--- config.mk ---
export PLATFORM = sky130hd
export DESIGN_NAME = cpu_sequencer_flat
export DESIGN_NICKNAME = d
export VERILOG_FILES = /design/src/rtl/cpu_sequencer_if.sv /design/src/rtl/cpu_sequencer.sv /design/src/flat_wrapper.sv
export SDC_FILE = /design/constraint.sdc
export NUM_CORES = 1
export LEC_CHECK = 0
export CAP_MARGIN = 20
export CORE_ASPECT_RATIO = 1.5
export CORE_UTILIZATION = 51
export DETAILED_ROUTE_END_ITERATION = 12
export PLACE_DENSITY_LB_ADDON = 0.25
export RECOVER_POWER = 100
export SYNTH_ARGS = -nofsm -noshare
export SYNTH_HDL_FRONTEND = slang
export SYNTH_SLANG_ARGS = --single-unit
--- constraint.sdc ---
create_clock -name clk_i -period 3.4 [get_ports clk_i]
set_input_delay 0.85 -clock clk_i [delete_from_list [all_inputs] [get_ports clk_i]]
set_output_delay 0.85 -clock clk_i [all_outputs]
set_load 0.005 [all_outputs]
--- src/rtl/cpu_sequencer_if.sv ---
// Signal bundle between cpu_sequencer and the accumulator CPU datapath / UART loader.
// Defining SEQ_SINGLE_STEP_EN adds the step_i input used by the single-step build.
interface cpu_sequencer_if #(
  parameter int ADDR_W = 5
);
  logic              load_i;
  logic              loadValid_i;
  logic              loadReady_o;
  logic              loadFull_o;
  logic              run_i;
  logic [2:0]        opcode_i;
  logic [ADDR_W-1:0] irAddr_i;
  logic              zero_i;
  logic [ADDR_W-1:0] pc_o;
  logic              imemWe_o;
  logic [ADDR_W-1:0] imemAddr_o;
  logic              irLoad_o;
  logic              memRead_o;
  logic              memWrite_o;
  logic              accLoad_o;
  logic [2:0]        aluOp_o;
  logic              halted_o;
  logic              busy_o;
`ifdef SEQ_SINGLE_STEP_EN
  logic              step_i;
`endif

  modport master (
    input  load_i, loadValid_i, run_i, opcode_i, irAddr_i, zero_i,
`ifdef SEQ_SINGLE_STEP_EN
    input  step_i,
`endif
    output loadReady_o, loadFull_o, pc_o, imemWe_o, imemAddr_o, irLoad_o,
    output memRead_o, memWrite_o, accLoad_o, aluOp_o, halted_o, busy_o
  );

  modport slave (
    output load_i, loadValid_i, run_i, opcode_i, irAddr_i, zero_i,
`ifdef SEQ_SINGLE_STEP_EN
    output step_i,
`endif
    input  loadReady_o, loadFull_o, pc_o, imemWe_o, imemAddr_o, irLoad_o,
    input  memRead_o, memWrite_o, accLoad_o, aluOp_o, halted_o, busy_o
  );
endinterface

--- src/rtl/cpu_sequencer.sv ---
// Fetch/decode/execute controller and program-load arbiter for the 8-bit accumulator CPU.
// Define SEQ_SINGLE_STEP_EN to add a PAUSE state after each instruction, released by step_i.
module cpu_sequencer #(
  parameter int ADDR_W   = 5,
  parameter int RESET_PC = 0,
  parameter int MEM_LAT  = 1
) (
  input logic             clk_i,
  input logic             rst_ni,
  cpu_sequencer_if.master bus
);

  localparam logic [ADDR_W-1:0] ResetPc = ADDR_W'(RESET_PC);
  localparam logic [1:0]        LastLat = 2'(MEM_LAT - 1);

  localparam logic [2:0] OpHlt = 3'b000;
  localparam logic [2:0] OpSkz = 3'b001;
  localparam logic [2:0] OpAdd = 3'b010;
  localparam logic [2:0] OpAnd = 3'b011;
  localparam logic [2:0] OpXor = 3'b100;
  localparam logic [2:0] OpLda = 3'b101;
  localparam logic [2:0] OpSto = 3'b110;
  localparam logic [2:0] OpJmp = 3'b111;

  typedef enum logic [2:0] {
    StIdle,
    StLoad,
    StFetch,
    StDecode,
    StExec,
    StHalt
`ifdef SEQ_SINGLE_STEP_EN
    , StPause
`endif
  } state_t;

  state_t            state_q, state_d;
  state_t            execNext;
  logic [ADDR_W-1:0] pc_q, pc_d;
  logic [ADDR_W:0]   loadCount_q, loadCount_d;
  logic [1:0]        latCnt_q, latCnt_d;

  logic              isMemRead;
  logic              loadFull;
  logic              loadReady;
  logic              imemWe;
  logic [ADDR_W-1:0] imemAddr;
  logic              irLoad;
  logic              memRead;
  logic              memWrite;
  logic              accLoad;
  logic [2:0]        aluOp;
  logic              halted;
  logic              busy;

  assign isMemRead = (bus.opcode_i == OpAdd) || (bus.opcode_i == OpAnd) ||
                     (bus.opcode_i == OpXor) || (bus.opcode_i == OpLda);

  // The load counter keeps one extra bit so a full memory is distinguishable from an empty one.
  assign loadFull = loadCount_q[ADDR_W];

  // Load is only honoured at an instruction boundary, so the in-flight instruction always retires.
`ifdef SEQ_SINGLE_STEP_EN
  assign execNext = StPause;
`else
  assign execNext = bus.load_i ? StLoad : StFetch;
`endif

  always_ff @(posedge clk_i or negedge rst_ni) begin
    if (!rst_ni) begin
      state_q     <= StIdle;
      pc_q        <= ResetPc;
      loadCount_q <= '0;
      latCnt_q    <= '0;
    end else begin
      state_q     <= state_d;
      pc_q        <= pc_d;
      loadCount_q <= loadCount_d;
      latCnt_q    <= latCnt_d;
    end
  end

  always_comb begin
    state_d     = state_q;
    pc_d        = pc_q;
    loadCount_d = loadCount_q;
    latCnt_d    = '0;
    loadReady   = 1'b0;
    imemWe      = 1'b0;
    imemAddr    = pc_q;
    irLoad      = 1'b0;
    memRead     = 1'b0;
    memWrite    = 1'b0;
    accLoad     = 1'b0;
    aluOp       = 3'b000;
    halted      = 1'b0;
    busy        = 1'b0;

    case (state_q)
      StIdle: begin
        if (bus.load_i) begin
          state_d = StLoad;
        end else if (bus.run_i) begin
          state_d = StFetch;
        end
      end

      StLoad: begin
        loadReady = ~loadFull;
        imemAddr  = loadCount_q[ADDR_W-1:0];
        imemWe    = bus.loadValid_i & ~loadFull;
        if (imemWe) begin
          loadCount_d = loadCount_q + 1'b1;
        end
        if (!bus.load_i) begin
          state_d     = StIdle;
          pc_d        = ResetPc;
          loadCount_d = '0;
        end
      end

      StFetch: begin
        busy    = 1'b1;
        irLoad  = 1'b1;
        state_d = StDecode;
      end

      StDecode: begin
        busy = 1'b1;
        if (isMemRead) begin
          memRead = 1'b1;
          if (latCnt_q == LastLat) begin
            state_d = StExec;
          end else begin
            latCnt_d = latCnt_q + 2'd1;
          end
        end else begin
          state_d = StExec;
        end
      end

      StExec: begin
        busy    = 1'b1;
        aluOp   = bus.opcode_i;
        state_d = execNext;
        case (bus.opcode_i)
          OpHlt: state_d = StHalt;
          OpSkz: pc_d = bus.zero_i ? pc_q + ADDR_W'(2) : pc_q + ADDR_W'(1);
          OpSto: begin
            memWrite = 1'b1;
            pc_d     = pc_q + ADDR_W'(1);
          end
          OpJmp: pc_d = bus.irAddr_i;
          default: begin
            accLoad = 1'b1;
            pc_d    = pc_q + ADDR_W'(1);
          end
        endcase
      end

      StHalt: begin
        halted = 1'b1;
        if (bus.load_i) begin
          state_d = StLoad;
        end else if (bus.run_i) begin
          pc_d    = pc_q + ADDR_W'(1);
          state_d = StFetch;
        end
      end

`ifdef SEQ_SINGLE_STEP_EN
      StPause: begin
        if (bus.load_i) begin
          state_d = StLoad;
        end else if (bus.step_i) begin
          state_d = StFetch;
        end
      end
`endif

      default: state_d = StIdle;
    endcase
  end

  assign bus.loadReady_o = loadReady;
  assign bus.loadFull_o  = loadFull;
  assign bus.pc_o        = pc_q;
  assign bus.imemWe_o    = imemWe;
  assign bus.imemAddr_o  = imemAddr;
  assign bus.irLoad_o    = irLoad;
  assign bus.memRead_o   = memRead;
  assign bus.memWrite_o  = memWrite;
  assign bus.accLoad_o   = accLoad;
  assign bus.aluOp_o     = aluOp;
  assign bus.halted_o    = halted;
  assign bus.busy_o      = busy;

  // Data-moving strobes share buses downstream and must never overlap.
  strobeOneHot: assert property (@(posedge clk_i) disable iff (!rst_ni)
    $onehot0({irLoad, memWrite, accLoad, imemWe}));

  busyNotHalted: assert property (@(posedge clk_i) disable iff (!rst_ni)
    !(busy && halted));

endmodule

--- src/flat_wrapper.sv ---
// flat-port wrapper written by rule: the top's interface ports become plain ports
module cpu_sequencer_flat 
#(
  parameter int ADDR_W   = 5,
  parameter int RESET_PC = 0,
  parameter int MEM_LAT  = 1
)
  (clk_i, rst_ni, bus_load_i, bus_loadValid_i, bus_run_i, bus_opcode_i, bus_irAddr_i, bus_zero_i, bus_loadReady_o, bus_loadFull_o, bus_pc_o, bus_imemWe_o, bus_imemAddr_o, bus_irLoad_o, bus_memRead_o, bus_memWrite_o, bus_accLoad_o, bus_aluOp_o, bus_halted_o, bus_busy_o);
  cpu_sequencer_if #(.ADDR_W(ADDR_W)) bus_i ();
  input logic clk_i;
  input logic rst_ni;
  input wire logic [$bits(bus_i.load_i)-1:0] bus_load_i;
  input wire logic [$bits(bus_i.loadValid_i)-1:0] bus_loadValid_i;
  input wire logic [$bits(bus_i.run_i)-1:0] bus_run_i;
  input wire logic [$bits(bus_i.opcode_i)-1:0] bus_opcode_i;
  input wire logic [$bits(bus_i.irAddr_i)-1:0] bus_irAddr_i;
  input wire logic [$bits(bus_i.zero_i)-1:0] bus_zero_i;
  output wire logic [$bits(bus_i.loadReady_o)-1:0] bus_loadReady_o;
  output wire logic [$bits(bus_i.loadFull_o)-1:0] bus_loadFull_o;
  output wire logic [$bits(bus_i.pc_o)-1:0] bus_pc_o;
  output wire logic [$bits(bus_i.imemWe_o)-1:0] bus_imemWe_o;
  output wire logic [$bits(bus_i.imemAddr_o)-1:0] bus_imemAddr_o;
  output wire logic [$bits(bus_i.irLoad_o)-1:0] bus_irLoad_o;
  output wire logic [$bits(bus_i.memRead_o)-1:0] bus_memRead_o;
  output wire logic [$bits(bus_i.memWrite_o)-1:0] bus_memWrite_o;
  output wire logic [$bits(bus_i.accLoad_o)-1:0] bus_accLoad_o;
  output wire logic [$bits(bus_i.aluOp_o)-1:0] bus_aluOp_o;
  output wire logic [$bits(bus_i.halted_o)-1:0] bus_halted_o;
  output wire logic [$bits(bus_i.busy_o)-1:0] bus_busy_o;
  assign bus_i.load_i = bus_load_i;
  assign bus_i.loadValid_i = bus_loadValid_i;
  assign bus_i.run_i = bus_run_i;
  assign bus_i.opcode_i = bus_opcode_i;
  assign bus_i.irAddr_i = bus_irAddr_i;
  assign bus_i.zero_i = bus_zero_i;
  assign bus_loadReady_o = bus_i.loadReady_o;
  assign bus_loadFull_o = bus_i.loadFull_o;
  assign bus_pc_o = bus_i.pc_o;
  assign bus_imemWe_o = bus_i.imemWe_o;
  assign bus_imemAddr_o = bus_i.imemAddr_o;
  assign bus_irLoad_o = bus_i.irLoad_o;
  assign bus_memRead_o = bus_i.memRead_o;
  assign bus_memWrite_o = bus_i.memWrite_o;
  assign bus_accLoad_o = bus_i.accLoad_o;
  assign bus_aluOp_o = bus_i.aluOp_o;
  assign bus_halted_o = bus_i.halted_o;
  assign bus_busy_o = bus_i.busy_o;
  cpu_sequencer #(.ADDR_W(ADDR_W), .RESET_PC(RESET_PC), .MEM_LAT(MEM_LAT)) u_core (.clk_i(clk_i), .rst_ni(rst_ni), .bus(bus_i));
endmodule
==> results of run 1 <==
per-layer routing:
layer / routed length, µm / share of wire, % / up-vias / GRT usage [%]
met5: 0 / 0 / - / 0
met4: 59 / 1.7 / 0 / 10.2
met3: 151 / 4.3 / 6 / 1.69
met2: 2000 / 57 / 57 / 52.2
met1: 1300 / 37 / 638 / 32.3
li1: - / - / 658 / -
worst paths after layout:
kind                                                     end  depth (start not counted)  slack (ns)
min                        u_core.loadCount_q[2]$_DFFE_PN0P_                          1        0.55
min in group asynchronous      u_core.state_q[1]$_DFFE_PN0P_                          1        1.06
max in group asynchronous     u_core.bus.pc_o[2]$_DFFE_PN0P_                          1        1.87
max                                            bus_accLoad_o                          4        0.19
max reg2reg                   u_core.bus.pc_o[0]$_DFFE_PN0P_                          5        1.30
min reg2reg                u_core.loadCount_q[2]$_DFFE_PN0P_                          1        0.55
flip-flops by register name, indices dropped and copies added (netlist names):
name,count
u_core.bus.pc_o,5
u_core.loadCount_q,6
u_core.state_q,3
u_core.latCnt_q,2
layout make-up:
| type | count | area, µm² | area share (%) |
|---|---|---|---|
| clock buffer | 4 | 36.3 | 2.12 |
| multi-input combinational | 133 | 825 | 48.1 |
| sequential | 16 | 400 | 23.4 |
| inverter | 5 | 18.8 | 1.10 |
| timing repair buffer | 43 | 403 | 23.5 |
| tap | 24 | 30.0 | 1.75 |
critical path, delay by kind of cell:
| kind | cells | cell delay [ns] |
|---|---|---|
| xor+xnor | 1 | 0.35 |
| simple gates | 1 | 0.06 |
| buf+inv | 2 | 1.09 |
per-stage QoR:
stage / power, mW / instances / setup WS, ns / area (µm²)
2_1_floorplan: 0.655 / 164 / 0.904 / 1310
3_3_place_gp: 0.885 / 221 / 0.280 / 1700
3_5_place_dp: 0.904 / 221 / 0.214 / 1700
4_1_cts: 1.04 / 225 / 0.211 / 1730
5_1_grt: 1.08 / 225 / 0.0566 / 1710
6_report: 0.993 / 225 / 0.193 / 1710
power by group:
group | internal, mW | leakage, nW | switching [mW] | total, mW
Sequential | 0.237 | 0.216 | 0.108 | 0.346
Combinational | 0.262 | 0.525 | 0.254 | 0.515
Clock | 0.0652 | 0.0210 | 0.0665 | 0.132
cell families (layout without fill, tap and decap cells):
kind of cell,after synthesis,count (layout),share of synthesized area (%)
muxes,1,1,0.863
xor gates and xnor gates,6,6,4.03
buffers and inverters,15,52,5.27
adders and majority gates,5,5,4.79
and+or+nand+nor,82,82,31.1
AOI/OAI and AO/OA,39,39,23.3
DFF,16,16,30.7
layout by cell type (no fill, tap or decap), types with 3 or more instances in the layout:
master	netlist	final
clkbuf_4	0	3
o31ai_1	4	4
dfrtp_1	16	16
nor2b_1	5	5
nand2_1	30	30
nor3_1	4	4
xnor2_1	5	5
buf_4	1	6
a22o_1	3	3
ha_1	5	5
nor3b_1	3	3
dlygate4sd3_1	0	21
o21ai_0	4	5
nand3_1	7	7
nand2b_1	7	7
clkdlybuf4s50_1	0	14
inv_1	5	5
a21oi_1	7	7
nor2_1	13	13
==> impl_metrics.json, run 1 <==
{
  "status": "finished, final reports clean",
  "diodes": 0,
  "core-area_mm2": 0.00242,
  "drv_cap": 0,
  "synth_area_mm2": 0.00131,
  "synthTopCellsByArea": "dfrtp_1, nand2_1, ha_1",
  "yosys-top-cells-count": "nand2_1, dfrtp_1, nor2_1",
  "hold_buffers": 0,
  "cts_setup_buffers": 0,
  "vias": 1359,
  "wl_mm": 3.52,
  "fmax_mhz": 312,
  "cp.required_ns": 2.55,
  "area_growth_pct": 31.3,
  "avgSynthCellArea_um2": 7.96,
  "setup_viol_count_final": 0,
  "nFillCells": 202,
  "synth_top_cell_by_area": "dfrtp_1",
  "pin_count": 36,
  "initial_core_util_pct": 53.9,
  "final_layout_size_suffix_gt1_share_pct": 6.47,
  "ys_dominant_reg_cell": "dfrtp_1",
  "worst_slew_pin_slew_ns": 0.757,
  "critPathKind": "input port to primary output",
  "first_pass_iters": 4,
  "finalSetupTns_ns": 0,
  "cp-end-kind": "primary output",
  "synth_edf_count": 0,
  "via_per_inst": 6.04,
  "worst_ep_arrival_time_ns": 2.36,
  "fin_nets": 221,
  "syn_inst": 164,
  "timing.rr.start": "u_core.state_q[0]$_DFFE_PN0P_",
  "grt_pass1_wl_mm": 5.99,
  "start_kind": "input port",
  "root_buffer": "clkbuf_4",
  "grt_setup_unrepaired": "no",
  "die_h_um": 64.0,
  "min-delay-start": "u_core.loadCount_q[2]$_DFFE_PN0P_",
  "min_period_ns": 3.21,
  "period_share_pct": 94.3,
  "drc": 0,
  "p_per_area_mw_per_mm2": 579,
  "critPathMaxStageDelay_ns": 0.58,
  "crit_fanout": 6,
  "chipWidth_um": 43.3,
  "worstSetupStartpoint": "bus_opcode_i[2]",
  "dieArea_mm2": 0.00277,
  "first_global_vias": 1320,
  "yosysUniqueCellTypes": 46,
  "crit_chain": "clkdlybuf4s50_1, xnor2_1, nor2_1, dlygate4sd3_1",
  "grt_max_degree": 17,
  "cts_tree": "done",
  "vdd_drop_max_mv": 0.361,
  "cts.sink_count": 16,
  "ys.warnings.count": 0,
  "ys_seq_area_share_pct": 30.7,
  "grt_usage_pct": 28.1,
  "hold_path_class": "flip-flop to flip-flop",
  "async_reset_ff_share_pct": 100,
  "drv_slew": 0,
  "final_hold_viol_count": 0,
  "whs_ns": 0.546,
  "path_clk_slew_ns": 0.10,
  "netlist.area_leader.share_pct": 30.7,
  "wl_per_cell_um": 15.6,
  "clockBufferDepth": 2,
  "slowest_stage": "dlygate4sd3_1",
  "ys_ff_latch": 16,
  "max-slew-margin-rel_pct": 49.4,
  "yosysMostFrequentCell": "nand2_1",
  "clk_latency_ns": 0.29,
  "port_buffers": 35,
  "p_leak_nw": 0.763,
  "grt-ovfl-total": 0,
  "place.gp.congestion": 0.870,
  "rows": 22,
  "cts_made_buffers": 3,
  "syn-num-nets": 183,
  "drtIter0Drc": 54,
  "fin_skew_ns": 0.00103,
  "cts_resized": 0,
  "dp_hpwl_mm": 2.75,
  "h-tree-depth": 1,
  "antenna_found_initial": 0,
  "ant_nets": 0,
  "fin_util_pct": 70.7
}
Power figures use the tool's default switching activity.
==> run 2, diff against run 1 <==
Settings changed: CORE_MARGIN from default to 2.
==> run 2 against run 1 <==
Utilization down 1.8 points. Highest routed layer unchanged. Sequential share of layout area up 0.35 points. Power down 4.1%. Combinational power down 1%. Via count down 1.8%.
==> impl_metrics.json, run 2 (same netlist as run 1, synthesis figures left out) <==
{
  "r2r_slack_ns": 1.33,
  "die_h_um": 66.0,
  "h-tree-depth": 1,
  "gr-max-usage-layer": "met2",
  "largest_reg_flops": 6,
  "hold_path_class": "flip-flop to flip-flop",
  "area_growth_pct": 29.3,
  "pin_count": 36,
  "cts_setup_buffers": 0,
  "dp_hpwl_mm": 2.67,
  "cp-end-kind": "primary output",
  "cp.required_ns": 2.55,
  "drtIter0Drc": 30,
  "grt_pass1_wl_mm": 5.73,
  "hold_buffers": 0,
  "chipWidth_um": 45.3,
  "rr_worst_depth": 6,
  "timing.rr.start": "u_core.state_q[0]$_DFFE_PN0P_",
  "fin_skew_ns": 0.00205,
  "cts_tree": "done",
  "place_ws_ns": 0.141,
  "first_global_vias": 1314,
  "crit_fanout": 5,
  "fin_nets": 219,
  "reg2reg_to": "u_core.bus.pc_o[3]$_DFFE_PN0P_",
  "port_buffers": 35,
  "fmax_mhz": 307,
  "vias": 1335,
  "whs_ns": 0.542,
  "setup_viol_count_final": 0,
  "grt_util_met3_pct": 2.73,
  "top_register": "u_core.loadCount_q",
  "path_clk_slew_ns": 0.09,
  "holdPathStages": 1,
  "min_period_ns": 3.25,
  "final_cell_mix": "nand2_1, dlygate4sd3_1, clkdlybuf4s50_1, dfrtp_1, nor2_1",
  "vdd_drop_max_mv": 0.363,
  "critPathKind": "input port to primary output",
  "start_kind": "input port",
  "first_pass_iters": 5,
  "grt-ovfl-total": 0,
  "grt_max_degree": 17,
  "clk_latency_ns": 0.28,
  "grtUsageMet2_pct": 44.1,
  "met1_usage_pct": 27.8,
  "root_buffer": "clkbuf_4",
  "final_hold_viol_count": 0,
  "setup_ws_ns": 0.146,
  "drv_slew": 0,
  "p_per_area_mw_per_mm2": 564,
  "dieArea_mm2": 0.00299,
  "drv_cap": 0,
  "cts_resized": 0,
  "cts_made_buffers": 3,
  "wl_mm": 3.32,
  "worst_slew_pin_slew_ns": 0.718,
  "grt_setup_unrepaired": "no",
  "cts.sink_count": 16,
  "p_leak_nw": 0.742,
  "final_common_cell": "nand2_1",
  "min-delay-start": "u_core.loadCount_q[4]$_DFFE_PN0P_",
  "clockBufferDepth": 2,
  "finalSetupTns_ns": 0,
  "ant_nets": 0,
  "worstSetupStartpoint": "bus_opcode_i[1]",
  "via_per_inst": 6.01,
  "diodes": 0,
  "wl_per_cell_um": 15.0,
  "holdPathEnd": "u_core.loadCount_q[4]$_DFFE_PN0P_",
  "place.gp.congestion": 0.908,
  "final_layout_size_suffix_gt1_share_pct": 5.56,
  "max-slew-margin-rel_pct": 52.0,
  "rows": 22,
  "worst_ep_arrival_time_ns": 2.40,
  "initial_core_util_pct": 53.3,
  "status": "finished, final reports clean",
  "period_share_pct": 95.7,
  "core-area_mm2": 0.00245,
  "antenna_found_initial": 0,
  "drc": 0,
  "grt_usage_pct": 25.6
}
-- run 2: stage by stage --
stage               total power, mW  instances  instance area [µm²]  utilization, %
floorplan                     0.655        164                 1310               -
global placement              0.883        219                 1680            68.6
detailed placement            0.900        219                 1680            68.6
CTS                            1.00        222                 1700            69.5
global route                   1.03        222                 1690            68.9
finish                        0.952        222                 1690            68.9
-- run 2: worst max path at each step --
stage	endpoint	cells past startpoint
after floorplan	bus_aluOp_o[0]	4
after global placement	bus_memRead_o	4
after detailed placement	bus_memRead_o	4
after CTS	bus_memRead_o	4
after global routing	bus_memRead_o	4
final	bus_memRead_o	4
-- run 2: per-layer routing --
| metal | vias up | routed length [µm] |
|---|---|---|
| li1 | 657 | - |
| met1 | 604 | 1250 |
| met2 | 58 | 1740 |
| met3 | 16 | 154 |
| met4 | 0 | 182 |
| met5 | - | 0 |
-- run 2: cell type report --
| type | instances | area (µm²) |
|---|---|---|
| multi-input cells | 133 | 825 |
| inverters | 5 | 18.8 |
| clock buffers | 3 | 22.5 |
| repair buffers | 41 | 392 |
| fillers | 201 | 762 |
| flip-flops and latches | 16 | 400 |
| well taps | 24 | 30.0 |
-- run 2: power by group --
| group | switching [mW] | internal (mW) |
|---|---|---|
| registers | 0.106 | 0.237 |
| clock network | 0.0572 | 0.0412 |
| logic | 0.248 | 0.262 |
-- run 2: critical path: stages --
cell and delay [ns]:
clkdlybuf4s50_1 0.43, xnor2_1 0.49, nor2_1 0.14, clkdlybuf4s50_1 0.48
==> run 3, diff against run 2 <==
Settings changed: ABC_AREA from default to 1, CORE_UTILIZATION 51 to 53, SLEW_MARGIN from default to 0.
==> run 3 against run 2 <==
Cell count is 33% higher. Flip-flop and latch count stayed put. Power is 28% higher.
==> impl_metrics.json, run 3 <==
{
  "rows": 23,
  "dp_hpwl_mm": 2.51,
  "gr-max-usage-layer": "met2",
  "fin_area_mm2": 0.00181,
  "final_common_cell": "nand2_1",
  "met1_usage_pct": 26.6,
  "fin_nets": 280,
  "ys.warnings.count": 0,
  "wl_per_cell_um": 11.0,
  "setup_viol_count_final": 0,
  "period_share_pct": 93.4,
  "diodes": 0,
  "cts.sink_count": 16,
  "place.gp.congestion": 0.900,
  "rr_worst_depth": 9,
  "clk_latency_ns": 0.25,
  "core-area_mm2": 0.00262,
  "timing.rr.start": "u_core.state_q[0]$_DFFE_PN0P_",
  "drv_cap": 0,
  "cts_tree": "done",
  "async_reset_ff_share_pct": 100,
  "antenna_found_initial": 0,
  "ys_seq_area_share_pct": 28.0,
  "min-delay-start": "u_core.loadCount_q[1]$_DFFE_PN0P_",
  "yosysUniqueCellTypes": 27,
  "grt-ovfl-total": 0,
  "muxShareOfSynthArea_pct": 0,
  "synth_area_mm2": 0.00143,
  "cp_num_buf_inv": 3,
  "synth_edf_count": 0,
  "hold_buffers": 0,
  "status": "finished, final reports clean",
  "cts_resized": 0,
  "critPathMaxStageDelay_ns": 0.60,
  "p_leak_nw": 0.930,
  "drv_slew": 0,
  "synthTopCellsByArea": "dfrtp_1, nand2_1, inv_1",
  "worst_slew_pin_slew_ns": 0.737,
  "fmax_mhz": 315,
  "fin_skew_ns": 0.00104,
  "start_kind": "input port",
  "ys_ff_latch": 16,
  "finalSetupTns_ns": 0,
  "area_growth_pct": 27.0,
  "whs_ns": 0.577,
  "cp_top_family": "buffers and inverters",
  "first_pass_iters": 4,
  "drtIter0Drc": 44,
  "netlist.area_leader.share_pct": 28.0,
  "pin_count": 36,
  "synth_top_cell_by_area": "dfrtp_1",
  "grt_util_met3_pct": 1.60,
  "wl_mm": 3.25,
  "holdPathStages": 2,
  "chipWidth_um": 46.4,
  "top_register": "u_core.loadCount_q",
  "cts_setup_buffers": 0,
  "vias": 1491,
  "port_buffers": 35,
  "p_total_mw": 1.22,
  "holdPathEnd": "u_core.loadCount_q[1]$_DFFE_PN0P_",
  "placed_cell_area_mm2": 0.00181,
  "worst_ep_arrival_time_ns": 2.33,
  "stdcell_count": 296,
  "largest_reg_flops": 6,
  "h-tree-depth": 1,
  "clockBufferDepth": 2,
  "nFillCells": 238,
  "cp_common_cell": "nand2_1",
  "vdd_drop_max_mv": 0.350,
  "synth_compound_area_share_pct": 12.5,
  "via_per_inst": 5.04,
  "grt_setup_unrepaired": "no",
  "critPathKind": "input port to primary output",
  "final_cell_mix": "nand2_1, inv_1, nor2_1",
  "yosys.area_share.simple_pct": 43.8,
  "slowest_stage": "dlygate4sd3_1",
  "cts_made_buffers": 3,
  "synth-xor-area-share_pct": 1.23,
  "drc": 0,
  "ys_dominant_reg_cell": "dfrtp_1",
  "max-slew-margin-rel_pct": 50.7,
  "min_period_ns": 3.18,
  "yosys-top-cells-count": "nand2_1, inv_1, nor2_1",
  "crit_fanout": 5,
  "cp-end-kind": "primary output",
  "final_layout_size_suffix_gt1_share_pct": 8.49,
  "grt_max_degree": 17,
  "reg2reg_to": "u_core.loadCount_q[3]$_DFFE_PN0P_",
  "cp.required_ns": 2.55,
  "ant_nets": 0,
  "synth_fa_ha_area_share_pct": 4.38,
  "first_global_vias": 1358,
  "synth_top_family_by_area": "simple AND/OR/NAND/NOR gates",
  "final_hold_viol_count": 0,
  "grtUsageMet2_pct": 46.4,
  "root_buffer": "clkbuf_8",
  "grt_pass1_wl_mm": 5.65,
  "r2r_slack_ns": 1.51,
  "avgSynthCellArea_um2": 6.38,
  "syn-num-nets": 243,
  "dieArea_mm2": 0.00314,
  "grt_usage_pct": 24.4,
  "syn_inst": 224,
  "p_per_area_mw_per_mm2": 671,
  "path_clk_slew_ns": 0.06,
  "hold_path_class": "flip-flop to flip-flop",
  "yosysMostFrequentCell": "nand2_1",
  "place_inst": 293,
  "initial_core_util_pct": 54.6,
  "die_h_um": 67.6,
  "crit_chain": "dlygate4sd3_1, inv_1, nand2_1, nand2_1, nor2_2, clkdlybuf4s50_1"
}
## run 3: changes by cell type after synthesis, sizes merged, moves of 7 or more
cell and change:
o21ai +9, nand2 +45, nor2 +19, inv +27, nand3 +10, nand2b -7
## run 3: final cells by class
class                           instances  area (µm²)  share of cell area, %
Sequential cell                        16         400                   22.1
Inverter                               34         128                   7.03
Tap cell                               37        46.3                   2.55
Clock buffer                            3        41.3                   2.28
Timing Repair Buffer                   35         350                   19.3
Multi-Input combinational cell        171         848                   46.8
## run 3: metrics by stage
stage          setup slack, ns  util [%]
2_1_floorplan             1.43         -
3_3_place_gp             0.314      69.1
3_5_place_dp             0.271      69.1
4_1_cts                  0.272      70.7
5_1_grt                  0.117      69.3
6_report                 0.224      69.3
## run 3: worst max-delay path by stage
stage                                from            end  cells past startpoint
after detailed placement  bus_opcode_i[1]  bus_memRead_o                      6
after global routing      bus_opcode_i[1]  bus_memRead_o                      6
after CTS                 bus_opcode_i[1]  bus_memRead_o                      6
after floorplan           bus_opcode_i[1]  bus_memRead_o                      4
final                     bus_opcode_i[1]  bus_memRead_o                      6
after global placement    bus_opcode_i[1]  bus_memRead_o                      6
## run 3: kinds of logic after synthesis
logic type,count (synthesis)
xor+xnor,2
buf+inv,37
flops,16
fa+ha+maj,5
compound gates,31
simple gates,133
## run 3: tightest hold or removal path: cells and delay by family (launching register included)
kind | cells | cell delay [ns]
AO/OA/AOI/OAI | 1 | 0.07
flip-flops | 1 | 0.39
buffers and inverters | 1 | 0.08
## run 3: metal layers
metal,share of wire [%],up-vias
li1,-,778
met1,40,667
met2,54,41
met3,3.4,5
met4,2.2,0
met5,0,-
## run 3: where the power goes
| part | internal, mW | leakage [nW] | switching [mW] |
|---|---|---|---|
| logic | 0.320 | 0.696 | 0.401 |
| registers | 0.256 | 0.212 | 0.0989 |
| clock network | 0.0786 | 0.0216 | 0.0622 |
